--- src/rtl/tf_exp_gen.sv ---
// Twiddle-exponent sequencer: issues eight ROM exponents per cycle for a full FFT sweep.
// Latency: EXP*/EXP_* registered from START edge; TF_* tags trail EXP_* by exactly 1 cycle.
// Backpressure: HOLD freezes s/k and all EXP_* outputs; TF_* keep tracking (stable ROM data).
//
// Ports:
//   CLK, RST (async, active-high)   clock / reset
//   START                           sweep launch pulse, honoured only in IDLE (beats HOLD)
//   HOLD                            stall in RUN
//   EXP0..EXP7   [LOG_N-1:0]        ROM read addresses for lanes 0..7
//   EXP_VALID/EXP_STAGE/EXP_LAST    request tags (same cycle as EXP*)
//   TF_VALID/TF_STAGE/TF_LAST       request tags delayed 1 cycle, aligned with ROM data
//   BUSY                            high in RUN
//   DONE                            one-cycle pulse after the final group is consumed
// Build option: define TF_EXP_GEN_DIT_EN for DIT exponent ordering (default is DIF).
module tf_exp_gen #(
  parameter int LOG_N = 12,
  parameter int LANES = 8
) (
  input  logic             CLK,
  input  logic             RST,
  input  logic             START,
  input  logic             HOLD,
  output logic [LOG_N-1:0] EXP0,
  output logic [LOG_N-1:0] EXP1,
  output logic [LOG_N-1:0] EXP2,
  output logic [LOG_N-1:0] EXP3,
  output logic [LOG_N-1:0] EXP4,
  output logic [LOG_N-1:0] EXP5,
  output logic [LOG_N-1:0] EXP6,
  output logic [LOG_N-1:0] EXP7,
  output logic             EXP_VALID,
  output logic [3:0]       EXP_STAGE,
  output logic             EXP_LAST,
  output logic             TF_VALID,
  output logic [3:0]       TF_STAGE,
  output logic             TF_LAST,
  output logic             BUSY,
  output logic             DONE
);

  localparam int N  = 1 << LOG_N;
  // N/16 groups per stage; keep at least one bit of k for the LOG_N=4 corner
  localparam int KW = (LOG_N > 4) ? (LOG_N - 4) : 1;
  localparam logic [KW-1:0]    KMAX      = KW'(N / 16 - 1);
  localparam logic [3:0]       SMAX      = 4'(LOG_N - 1);
  localparam logic [LOG_N-1:0] HALF_MASK = LOG_N'(N / 2 - 1);

  generate
    if (LANES != 8) begin : g_lanes_chk
      $error("tf_exp_gen: LANES must be 8");
    end
    if (LOG_N < 4 || LOG_N > 12) begin : g_logn_chk
      $error("tf_exp_gen: LOG_N must be in 4..12");
    end
  endgenerate

  typedef enum logic [1:0] {ST_IDLE, ST_RUN, ST_DONE} state_t;

  state_t           state;
  logic [3:0]       s;
  logic [KW-1:0]    k;
  logic [LOG_N-1:0] exp_q  [8];

  logic [3:0]       ld_s;
  logic [KW-1:0]    ld_k;
  logic [LOG_N-1:0] ld_exp [8];
  logic             sweep_end;

  // Spans are powers of two, so "j mod span" is a mask of j's low bits.
  function automatic logic [LOG_N-1:0] exp_of(input logic [3:0] st,
                                               input logic [KW-1:0] kk,
                                               input logic [2:0] lane);
    logic [LOG_N-1:0] j;
    j = (LOG_N'(kk) << 3) | LOG_N'(lane);
`ifdef TF_EXP_GEN_DIT_EN
    // span = 1<<st: keep st low bits, then scale up to the N/2 exponent range
    return (j & ((LOG_N'(1) << st) - LOG_N'(1))) << (LOG_N - 1 - int'(st));
`else
    // span = N>>(st+1): mask is (N/2-1)>>st, result scaled by 1<<st
    return (j & (HALF_MASK >> st)) << st;
`endif
  endfunction

  // Next request coordinates: (0,0) when launching from IDLE, else advance k/s.
  always_comb begin
    ld_s = s;
    ld_k = k + KW'(1);
    if (state != ST_RUN) begin
      ld_s = '0;
      ld_k = '0;
    end else if (k == KMAX) begin
      ld_s = s + 4'd1;
      ld_k = '0;
    end
    for (int l = 0; l < 8; l++) begin
      ld_exp[l] = exp_of(ld_s, ld_k, 3'(l));
    end
  end

  assign sweep_end = (s == SMAX) && (k == KMAX);

  always_ff @(posedge CLK or posedge RST) begin
    if (RST) begin
      state     <= ST_IDLE;
      s         <= '0;
      k         <= '0;
      for (int l = 0; l < 8; l++) exp_q[l] <= '0;
      EXP_VALID <= 1'b0;
      EXP_STAGE <= '0;
      EXP_LAST  <= 1'b0;
      TF_VALID  <= 1'b0;
      TF_STAGE  <= '0;
      TF_LAST   <= 1'b0;
      BUSY      <= 1'b0;
      DONE      <= 1'b0;
    end else begin
      // Tags follow the ROM's one-cycle read every cycle, stalled or not
      TF_VALID <= EXP_VALID;
      TF_STAGE <= EXP_STAGE;
      TF_LAST  <= EXP_LAST;
      DONE     <= 1'b0;

      case (state)
        ST_IDLE: begin
          if (START) begin
            state     <= ST_RUN;
            s         <= ld_s;
            k         <= ld_k;
            for (int l = 0; l < 8; l++) exp_q[l] <= ld_exp[l];
            EXP_VALID <= 1'b1;
            EXP_STAGE <= ld_s;
            EXP_LAST  <= (ld_k == KMAX);
            BUSY      <= 1'b1;
          end
        end

        ST_RUN: begin
          if (!HOLD) begin
            if (sweep_end) begin
              state     <= ST_DONE;
              s         <= '0;
              k         <= '0;
              for (int l = 0; l < 8; l++) exp_q[l] <= '0;
              EXP_VALID <= 1'b0;
              EXP_STAGE <= '0;
              EXP_LAST  <= 1'b0;
              BUSY      <= 1'b0;
              DONE      <= 1'b1;
            end else begin
              s         <= ld_s;
              k         <= ld_k;
              for (int l = 0; l < 8; l++) exp_q[l] <= ld_exp[l];
              EXP_STAGE <= ld_s;
              EXP_LAST  <= (ld_k == KMAX);
            end
          end
        end

        default: begin
          state <= ST_IDLE;
        end
      endcase
    end
  end

  assign EXP0 = exp_q[0];
  assign EXP1 = exp_q[1];
  assign EXP2 = exp_q[2];
  assign EXP3 = exp_q[3];
  assign EXP4 = exp_q[4];
  assign EXP5 = exp_q[5];
  assign EXP6 = exp_q[6];
  assign EXP7 = exp_q[7];

endmodule

--- config.mk ---
export PLATFORM = sky130hd
export DESIGN_NAME = tf_exp_gen
export DESIGN_NICKNAME = d
export VERILOG_FILES = /design/src/rtl/tf_exp_gen.sv
export SDC_FILE = /design/constraint.sdc
export NUM_CORES = 1
export LEC_CHECK = 0
export BUFFER_PORTS_ARGS = -buffer_cell sky130_fd_sc_hd__buf_4
export CAP_MARGIN = 20
export CORE_ASPECT_RATIO = 0.7
export CORE_MARGIN = 2
export CORE_UTILIZATION = 58
export CTS_CLUSTER_SIZE = 24
export DETAILED_ROUTE_END_ITERATION = 6
export PLACE_DENSITY = 0.82
export SLEW_MARGIN = 10
export SYNTH_ARGS = -nofsm -noshare
export SYNTH_HDL_FRONTEND = slang
export SYNTH_SLANG_ARGS = --single-unit
--- constraint.sdc ---
create_clock -name CLK -period 8.39 [get_ports CLK]
set_input_delay 1.678 -clock CLK [delete_from_list [all_inputs] [get_ports CLK]]
set_output_delay 1.678 -clock CLK [all_outputs]
set_load 0.01 [all_outputs]
==> impl_metrics.py, run 1 <==
metrics = {
    "placed_design": {
        "gp_congestion": 0.914,
        "hpwl_um": 9910,
        "io_buffers": 106,
        "placed_cells": 677,
        "place_ws_ns": 4.37,
    },
    "logic_synthesis": {
        "avgSynthCellArea_um2": 9.97,
        "post_synth_num_cell_types": 67,
        "netlist_area_um2": 4990,
        "synthFlopType": "dfrtp_1",
        "ys_warn_count": 0,
        "ys_seq_area_share_pct": 52.6,
        "async_reset_ff_share_pct": 100,
        "synth_edf_count": 0,
        "synth_cells": 501,
        "ys_seq_elements": 105,
    },
    "sta": {
        "setup_viol": 0,
        "skew_ns": 0.00736,
        "worst_slew_pin_slew_ns": 0.994,
        "fmax_mhz": 267,
        "maxSlewHeadroom_pct": 33.7,
        "finalMaxSlewViolations": 0,
        "fin_crit_ns": 3.75,
        "worst_slack_ns": 4.64,
        "hold_violations": 0,
        "setup-tns-final_ns": 0,
        "post-route-period-util_pct": 44.7,
        "rsz0062_at_grt": "false",
    },
    "finish": {
        "nets": 589,
        "final_layout_size_suffix_gt1_share_pct": 25.2,
        "layout_common_cells": "buf_4 (110), dfrtp_1 (105), nand2_1 (90)",
        "finalNonFillerCells": 693,
        "antenna_cells": 0,
        "final_common_cell": "buf_4",
        "areaGrowthSynthToFinish_pct": 20.4,
    },
    "power": {
        "ir_drop_uv": 211,
        "power.density_nw_per_um2": 335,
        "leakagePower_nw": 2.99,
    },
    "clock_tree": {
        "clock_path_buffers": 2,
        "cts_resized": 0,
        "htree_levels": 3,
        "cts_made_buffers": 9,
        "cts_hold_buf": 0,
        "cts.sink_count": 105,
        "clk_pin_slew_ns": 0.06,
        "cts_tree": "yes",
        "clkLatencyLatePin_ns": 0.35,
        "cts-root-buf": "clkbuf_16",
        "cts_setup_buffers": 0,
    },
    "run_status": {
        "status": "finished clean",
    },
    "floorplanning": {
        "die_h_um": 81.6,
        "die_w_um": 115,
        "initial_core_util_pct": 59.4,
        "rows": 28,
        "fp.dieArea_um2": 9380,
        "pin_count": 114,
        "core_region_area_um2": 8410,
    },
    "global_route": {
        "grt_pass1_vias": 4061,
        "grt_pass1_wl_um": 22300,
        "grt_overflow": 0,
        "track_usage_pct": 31.7,
        "grt_max_degree": 95,
        "antenna_found_initial": 0,
    },
    "critical_path": {
        "crit_path_end_kind": "register",
        "reg2reg_from": "k[0]",
        "cp_max_fo": 16,
        "reg2reg_to": "EXP7[8]",
        "critPathLaunch": "HOLD",
        "cp-start-kind": "input pin",
        "worstPathRequired_ns": 8.67,
        "arrival_ns": 4.03,
        "path_class": "in2reg",
        "reg2reg_slack_ns": 4.80,
        "r2r_cells": 8,
    },
    "run": {
        "cap_violations": 0,
    },
    "route": {
        "dr.first_iter.drc_count": 446,
        "drc": 0,
        "first_pass_iters": 5,
        "ant_nets": 0,
        "post_drt_wl_per_cell_um": 20.3,
        "vias_per_cell": 6.15,
        "wl_um": 14100,
        "via_count": 4261,
    },
    "hold_path": {
        "hp-start": "EXP_LAST",
        "hp-class": "reg2reg",
        "worstHoldEndpoint": "TF_LAST",
        "hold_depth": 0,
    },
}
[worst max-delay path by stage]
stage	end	slack, ns	cells after the start
2_1_floorplan	BUSY	3.95	1
6_report	EXP1[7]	4.64	8
5_1_grt	EXP1[7]	4.48	8
4_1_cts	EXP1[7]	4.72	8
3_5_place_dp	EXP4[7]	4.37	8
3_3_place_gp	EXP2[7]	4.48	8
[through the flow]
stage / power, mW / utilization, % / instance area (µm²) / hold WS (ns)
floorplan: 1.24 / - / 5020 / 0.433
global placement: 1.59 / 68.2 / 5730 / 0.389
detailed placement: 1.61 / 68.2 / 5730 / 0.406
CTS: 2.01 / 71.5 / 6010 / 0.420
global route: 2.13 / 71.5 / 6010 / 0.435
finish: 2.02 / 71.5 / 6010 / 0.416
[sequential cells by signal, summed over array words and instances (netlist names), 2 cells and up]
signal and count:
TF_STAGE 4, EXP4 10, s 4, EXP7 10, k 8, EXP1 12
state 2, EXP0 9, EXP5 10, EXP6 10, EXP2 11, EXP3 10
[cells by family (layout without fill, tap and decap cells)]
kind of cell | after synthesis | count (layout) | synth area share [%]
simple gates | 187 | 187 | 18.2
compound gates | 140 | 140 | 20.5
flops | 105 | 105 | 52.6
buf+inv | 53 | 134 | 5.49
xor+xnor | 7 | 7 | 1.23
mux | 6 | 6 | 1.38
fa+ha+maj | 2 | 2 | 0.501
other cells | 1 | 7 | 0.0751
[cell usage after synthesis (3+ instances only)]
master    count  area share [%]
and2_1       10             1.3
and3_1        5            0.63
dfrtp_1     105              53
o211ai_1      4            0.60
and4_1        3            0.53
buf_2         9            0.90
nand3_1      21             2.1
o21ai_1       6            0.60
clkbuf_1     19             1.4
a21oi_1      22             2.2
inv_1         8            0.60
nand2b_1      5            0.63
a221o_1       7             1.4
xnor2_1       4            0.70
nor2_1       24             1.8
o21ai_0      34             3.4
a211o_1       5            0.88
a32o_1        6             1.2
o31ai_1       5            0.75
a21o_1        7             1.1
nand2_1      91             6.8
a22o_1       20             3.5
buf_4        17             2.6
nor3_1        9            0.90
mux2_2        3            0.68
xor2_1        3            0.53
[power breakdown]
part	switching, mW	leakage (nW)	total, mW	internal (mW)
Combinational	0.462	1.48	0.830	0.368
Sequential	0.129	1.38	0.789	0.660
Clock	0.180	0.133	0.397	0.218
Total	0.771	2.99	2.02	1.25
[critical path, cell delays in order]
cell and delay, ns:
buf_4 0.11, nand2b_1 0.14, a21oi_1 0.33, o31a_1 0.51
a21oi_4 0.24, or2_1 0.47, a211oi_2 0.36, a221o_1 0.18
[area by class of cell]
| type | count | area [µm²] |
|---|---|---|
| clock buffers | 14 | 264 |
| clock inverters | 2 | 12.5 |
| fillers | 636 | 2400 |
| repair buffers | 110 | 826 |
| well taps | 105 | 131 |
| flip-flops and latches | 105 | 2630 |
| multi-input cells | 349 | 2120 |
| inverters | 8 | 32.5 |
[per-layer routing]
layer	track usage, %	up-vias	share of wire [%]
met2	45.8	242	43
met5	0	-	0
met4	5.90	0	0.80
li1	-	1938	-
met1	46.7	2067	45
met3	11.2	14	11
Power figures use the tool's default switching activity.
==> run 2: changes to the inputs <==
CORE_UTILIZATION = 49   (was 58)
PLACE_DENSITY = 0.73   (was 0.82)
clock period = 3.1 ns   (was 8.39 ns; I/O delays follow)
==> impl_metrics.py, run 2 (synthesized netlist as in run 1, its figures left out) <==
metrics = {
    "finish": {
        "finish.utilization_pct": 64.2,
        "areaGrowthSynthToFinish_pct": 25.9,
        "antenna_cells": 0,
        "final_layout_size_suffix_gt1_share_pct": 29.1,
        "layout_common_cells": "buf_4 (139), dfrtp_1 (105), nand2_1 (90)",
        "nets": 619,
        "fillers": 813,
        "largest_register_ffs": 12,
        "final_common_cell": "buf_4",
    },
    "clock_tree": {
        "cts_setup_buffers": 0,
        "cts_made_buffers": 9,
        "cts_resized": 0,
        "clkLatencyLatePin_ns": 0.34,
        "cts_tree": "yes",
        "cts_hold_buf": 0,
        "cts-root-buf": "clkbuf_16",
        "clock_path_buffers": 2,
        "clk_pin_slew_ns": 0.07,
        "cts.sink_count": 105,
        "htree_levels": 3,
    },
    "placed_design": {
        "io_buffers": 106,
        "gp_congestion": 0.990,
        "place_ws_ns": 0.153,
        "hpwl_um": 11100,
    },
    "critical_path": {
        "cp-start-kind": "register",
        "worstPathRequired_ns": 3.33,
        "cp_slowest_cell": "a311oi_1",
        "arrival_ns": 3.19,
        "reg2reg_to": "EXP3[9]",
        "path_cells": "ha_1 -> and4_1 -> nand3_1 -> a21o_1 -> nand2_1 -> a311oi_1 -> nor4_2 -> buf_4 -> a211o_1",
        "crit_path_end_kind": "register",
        "r2r_cells": 9,
        "max_stage_delay_ns": 0.54,
        "reg2reg_slack_ns": 0.14,
        "path_class": "reg2reg",
        "cp_max_fo": 8,
        "reg2reg_from": "k[1]",
    },
    "hold_path": {
        "hp-class": "in2async",
    },
    "route": {
        "wl_um": 14900,
        "ant_nets": 0,
        "drc": 0,
        "first_pass_iters": 5,
        "dr.first_iter.drc_count": 372,
        "vias_per_cell": 5.83,
        "via_count": 4351,
        "post_drt_wl_per_cell_um": 20.0,
    },
    "global_route": {
        "antenna_found_initial": 0,
        "track_usage_pct": 27.6,
        "grt_overflow": 0,
        "grt_pass1_vias": 4125,
        "grt_pass1_wl_um": 23600,
        "grt_max_degree": 106,
    },
    "run": {
        "cap_violations": 0,
    },
    "floorplanning": {
        "die_w_um": 125,
        "core_region_area_um2": 9800,
        "die_h_um": 88.5,
        "initial_core_util_pct": 51.0,
        "fp.dieArea_um2": 11000,
        "pin_count": 114,
        "rows": 30,
    },
    "sta": {
        "skew_ns": 0.00649,
        "maxSlewHeadroom_pct": 52.4,
        "fin_crit_ns": 2.96,
        "worst_slack_ns": 0.139,
        "post-route-period-util_pct": 95.5,
        "worst_slew_pin_slew_ns": 0.709,
        "rsz0062_at_grt": "false",
        "fmax_mhz": 338,
        "timing.hold.ws_ns": 0.397,
        "hold_violations": 0,
        "finalMaxSlewViolations": 0,
        "setup-tns-final_ns": 0,
        "setup_viol": 0,
    },
    "run_status": {
        "status": "finished clean",
    },
    "power": {
        "p_clk_share_pct": 19.2,
        "p_seq_share_pct": 37.5,
        "swShare_pct": 38.7,
        "switchingPower_mw": 2.15,
        "combPwrFrac_pct": 43.3,
        "p_int_mw": 3.42,
        "leakagePower_nw": 3.13,
        "power.density_nw_per_um2": 886,
        "ir_drop_uv": 500,
    },
}
run 2: stage by stage:
step / power, mW / instance area, µm² / std cells
final: 5.57 / 6290 / 746
after global routing: 5.90 / 6290 / 746
after CTS: 5.57 / 6270 / 746
after detailed placement: 4.49 / 6000 / 730
after global placement: 4.45 / 6000 / 730
after floorplan: 3.35 / 5020 / 507
run 2: how the worst max path moves through the flow:
| stage | end | slack (ns) | cells past startpoint | start |
|---|---|---|---|---|
| after floorplan | EXP0[7] | 0.65 | 9 | k[1] |
| after global placement | EXP6[9] | 0.20 | 7 | k[1] |
| after detailed placement | EXP6[9] | 0.15 | 7 | k[1] |
| after CTS | EXP6[9] | 0.14 | 7 | k[1] |
| after global routing | EXP3[9] | 0.02 | 8 | k[2] |
| final | EXP3[9] | 0.14 | 9 | k[1] |
run 2: power by group through the flow:
stage | Sequential, mW | Clock (mW) | Combinational (mW)
floorplan | 2.22 | 0 | 1.13
global placement | 2.09 | 0 | 2.36
detailed placement | 2.10 | 0 | 2.39
CTS | 2.08 | 1.09 | 2.40
global route | 2.14 | 1.14 | 2.62
finish | 2.09 | 1.07 | 2.41
run 2: metal layers:
metal	share of wire (%)	global-route usage (%)	wire length, µm
met5	0	0	0
met1	50	43.8	7520
met2	40	38.0	5980
met4	0.65	3.88	97
met3	8.7	7.98	1300
run 2: final cells by class:
cell class / count / area (µm²) / area share (%)
multi-input combinational: 349 / 2130 / 33.9
inverter: 8 / 33.8 / 0.537
clock inverter: 6 / 42.5 / 0.677
clock buffer: 10 / 229 / 3.64
timing repair buffer: 140 / 1060 / 16.9
sequential: 105 / 2630 / 41.8
tap: 128 / 160 / 2.55
run 2: worst max-delay path, delay by kind of cell (launching register included):
kind                       cells  cell delay, ns
and+or+nand+nor                4            0.82
adders and majority gates      1            0.25
AOI/OAI and AO/OA              3            1.17
DFF                            1            0.43
buffers and inverters          1            0.18
==> run 3: changes to the inputs <==
RECOVER_POWER = 100   (was default)
==> impl_metrics.py, run 3 (synthesized netlist as in run 1, its figures left out) <==
metrics = {
    "run_status": {
        "status": "finished with violations",
        "violations": "capacitance limit, slew limit",
    },
    "critical_path": {
        "reg2reg_to": "EXP7[8]",
        "worstPathRequired_ns": 3.37,
        "crit_path_end": "EXP7[8]",
        "crit_path_end_kind": "register",
        "reg2reg_from": "k[1]",
        "cp_max_fo": 8,
        "arrival_ns": 3.23,
        "path_class": "reg2reg",
        "critPathLaunch": "k[1]",
        "reg2reg_slack_ns": 0.14,
        "cp-start-kind": "register",
        "r2r_cells": 9,
    },
    "clock_tree": {
        "cts-root-buf": "clkbuf_16",
        "clock_path_buffers": 2,
        "cts_tree": "yes",
        "clk_pin_slew_ns": 0.07,
        "cts_made_buffers": 9,
        "clkLatencyLatePin_ns": 0.34,
        "cts.sink_count": 105,
        "cts_resized": 0,
        "cts_hold_buf": 0,
        "cts_setup_buffers": 0,
        "htree_levels": 3,
    },
    "floorplanning": {
        "initial_core_util_pct": 51.0,
        "die_w_um": 125,
        "die_h_um": 88.5,
        "pin_count": 114,
        "rows": 30,
        "fp.dieArea_um2": 11000,
        "core_region_area_um2": 9800,
    },
    "route": {
        "dr.first_iter.drc_count": 375,
        "first_pass_iters": 5,
        "via_count": 4387,
        "ant_nets": 0,
        "vias_per_cell": 5.88,
        "post_drt_wl_per_cell_um": 20.1,
        "drc": 0,
        "wl_um": 15000,
    },
    "global_route": {
        "track_usage_pct": 27.6,
        "grt_max_degree": 106,
        "grt_pass1_wl_um": 23600,
        "grt_overflow": 0,
        "antenna_found_initial": 0,
        "grt_pass1_vias": 4125,
    },
    "finish": {
        "final_layout_size_suffix_gt1_share_pct": 9.87,
        "layout_common_cells": "clkbuf_1 (114), dfrtp_1 (105), nand2_1 (91)",
        "areaGrowthSynthToFinish_pct": 16.6,
        "antenna_cells": 0,
        "largest_register_ffs": 12,
        "nets": 619,
        "final_common_cell": "clkbuf_1",
        "finish.utilization_pct": 59.5,
    },
    "sta": {
        "setup_viol": 0,
        "skew_ns": 0.00715,
        "fmax_mhz": 338,
        "post-route-period-util_pct": 95.4,
        "rsz0062_at_grt": "false",
        "fin_crit_ns": 2.96,
        "hold_violations": 0,
        "setup-tns-final_ns": 0,
        "worst_slew_pin_slew_ns": 2.29,
        "finalMaxSlewViolations": 106,
        "worst_slack_ns": 0.143,
        "maxSlewHeadroom_pct": -52.4,
    },
    "hold_path": {
        "hp-start": "EXP_LAST",
        "hp-class": "reg2reg",
    },
    "run": {
        "cap_violations": 1,
    },
    "power": {
        "leakagePower_nw": 2.66,
        "power.density_nw_per_um2": 891,
        "ir_drop_uv": 438,
        "power.total_mw": 5.19,
    },
    "placed_design": {
        "io_buffers": 106,
        "gp_congestion": 0.990,
        "place_ws_ns": 0.153,
        "hpwl_um": 11100,
    },
}
run 3: changes by cell type in the layout (fill, tap and decap cells not counted), sizes merged:
cell / delta
buf: -116
clkbuf: +116
run 3: metrics by stage:
step / instance area [µm²] / hold slack, ns / instances
2_1_floorplan: 5020 / 0.433 / 507
3_3_place_gp: 6000 / 0.399 / 730
3_5_place_dp: 6000 / 0.414 / 730
4_1_cts: 6270 / 0.429 / 746
5_1_grt: 5820 / 0.446 / 746
6_report: 5820 / 0.418 / 746
run 3: cell type report:
cell class / count / area, µm²
Fill cell: 944 / 3970
Sequential cell: 105 / 2630
Multi-Input combinational cell: 349 / 2110
Timing Repair Buffer: 140 / 619
Clock buffer: 10 / 229
Tap cell: 128 / 160
Clock inverter: 6 / 42.5
Inverter: 8 / 31.3
run 3: power by group:
part           total, mW  leakage, nW  internal [mW]  switching, mW
combinational       2.04         1.16          0.714           1.33
clock               1.07        0.129          0.549          0.517
sequential          2.08         1.38           1.79          0.293
run 3: worst min path at each step:
stage	slack [ns]	endpoint	cells past startpoint
6_report	0.42	TF_LAST	0
3_5_place_dp	0.41	TF_LAST	0
2_1_floorplan	0.43	TF_STAGE[3]	0
3_3_place_gp	0.40	TF_LAST	0
5_1_grt	0.45	TF_LAST	0
4_1_cts	0.43	TF_LAST	0
run 3: routing by layer:
metal	vias up	GRT usage (%)	wire length, µm
met3	9	7.98	1280
met2	218	38.0	6010
met4	0	3.88	89
met1	2161	43.8	7600
li1	1999	-	-
met5	-	0	0
run 3: critical path, stage by stage (launching register included):
cell	delay [ns]
dfrtp_1	0.42
ha_1	0.25
and4_1	0.43
and4_1	0.28
o21a_1	0.37
clkbuf_1	0.37
a211oi_1	0.11
a311oi_2	0.37
o21ai_1	0.17
nand3_1	0.12
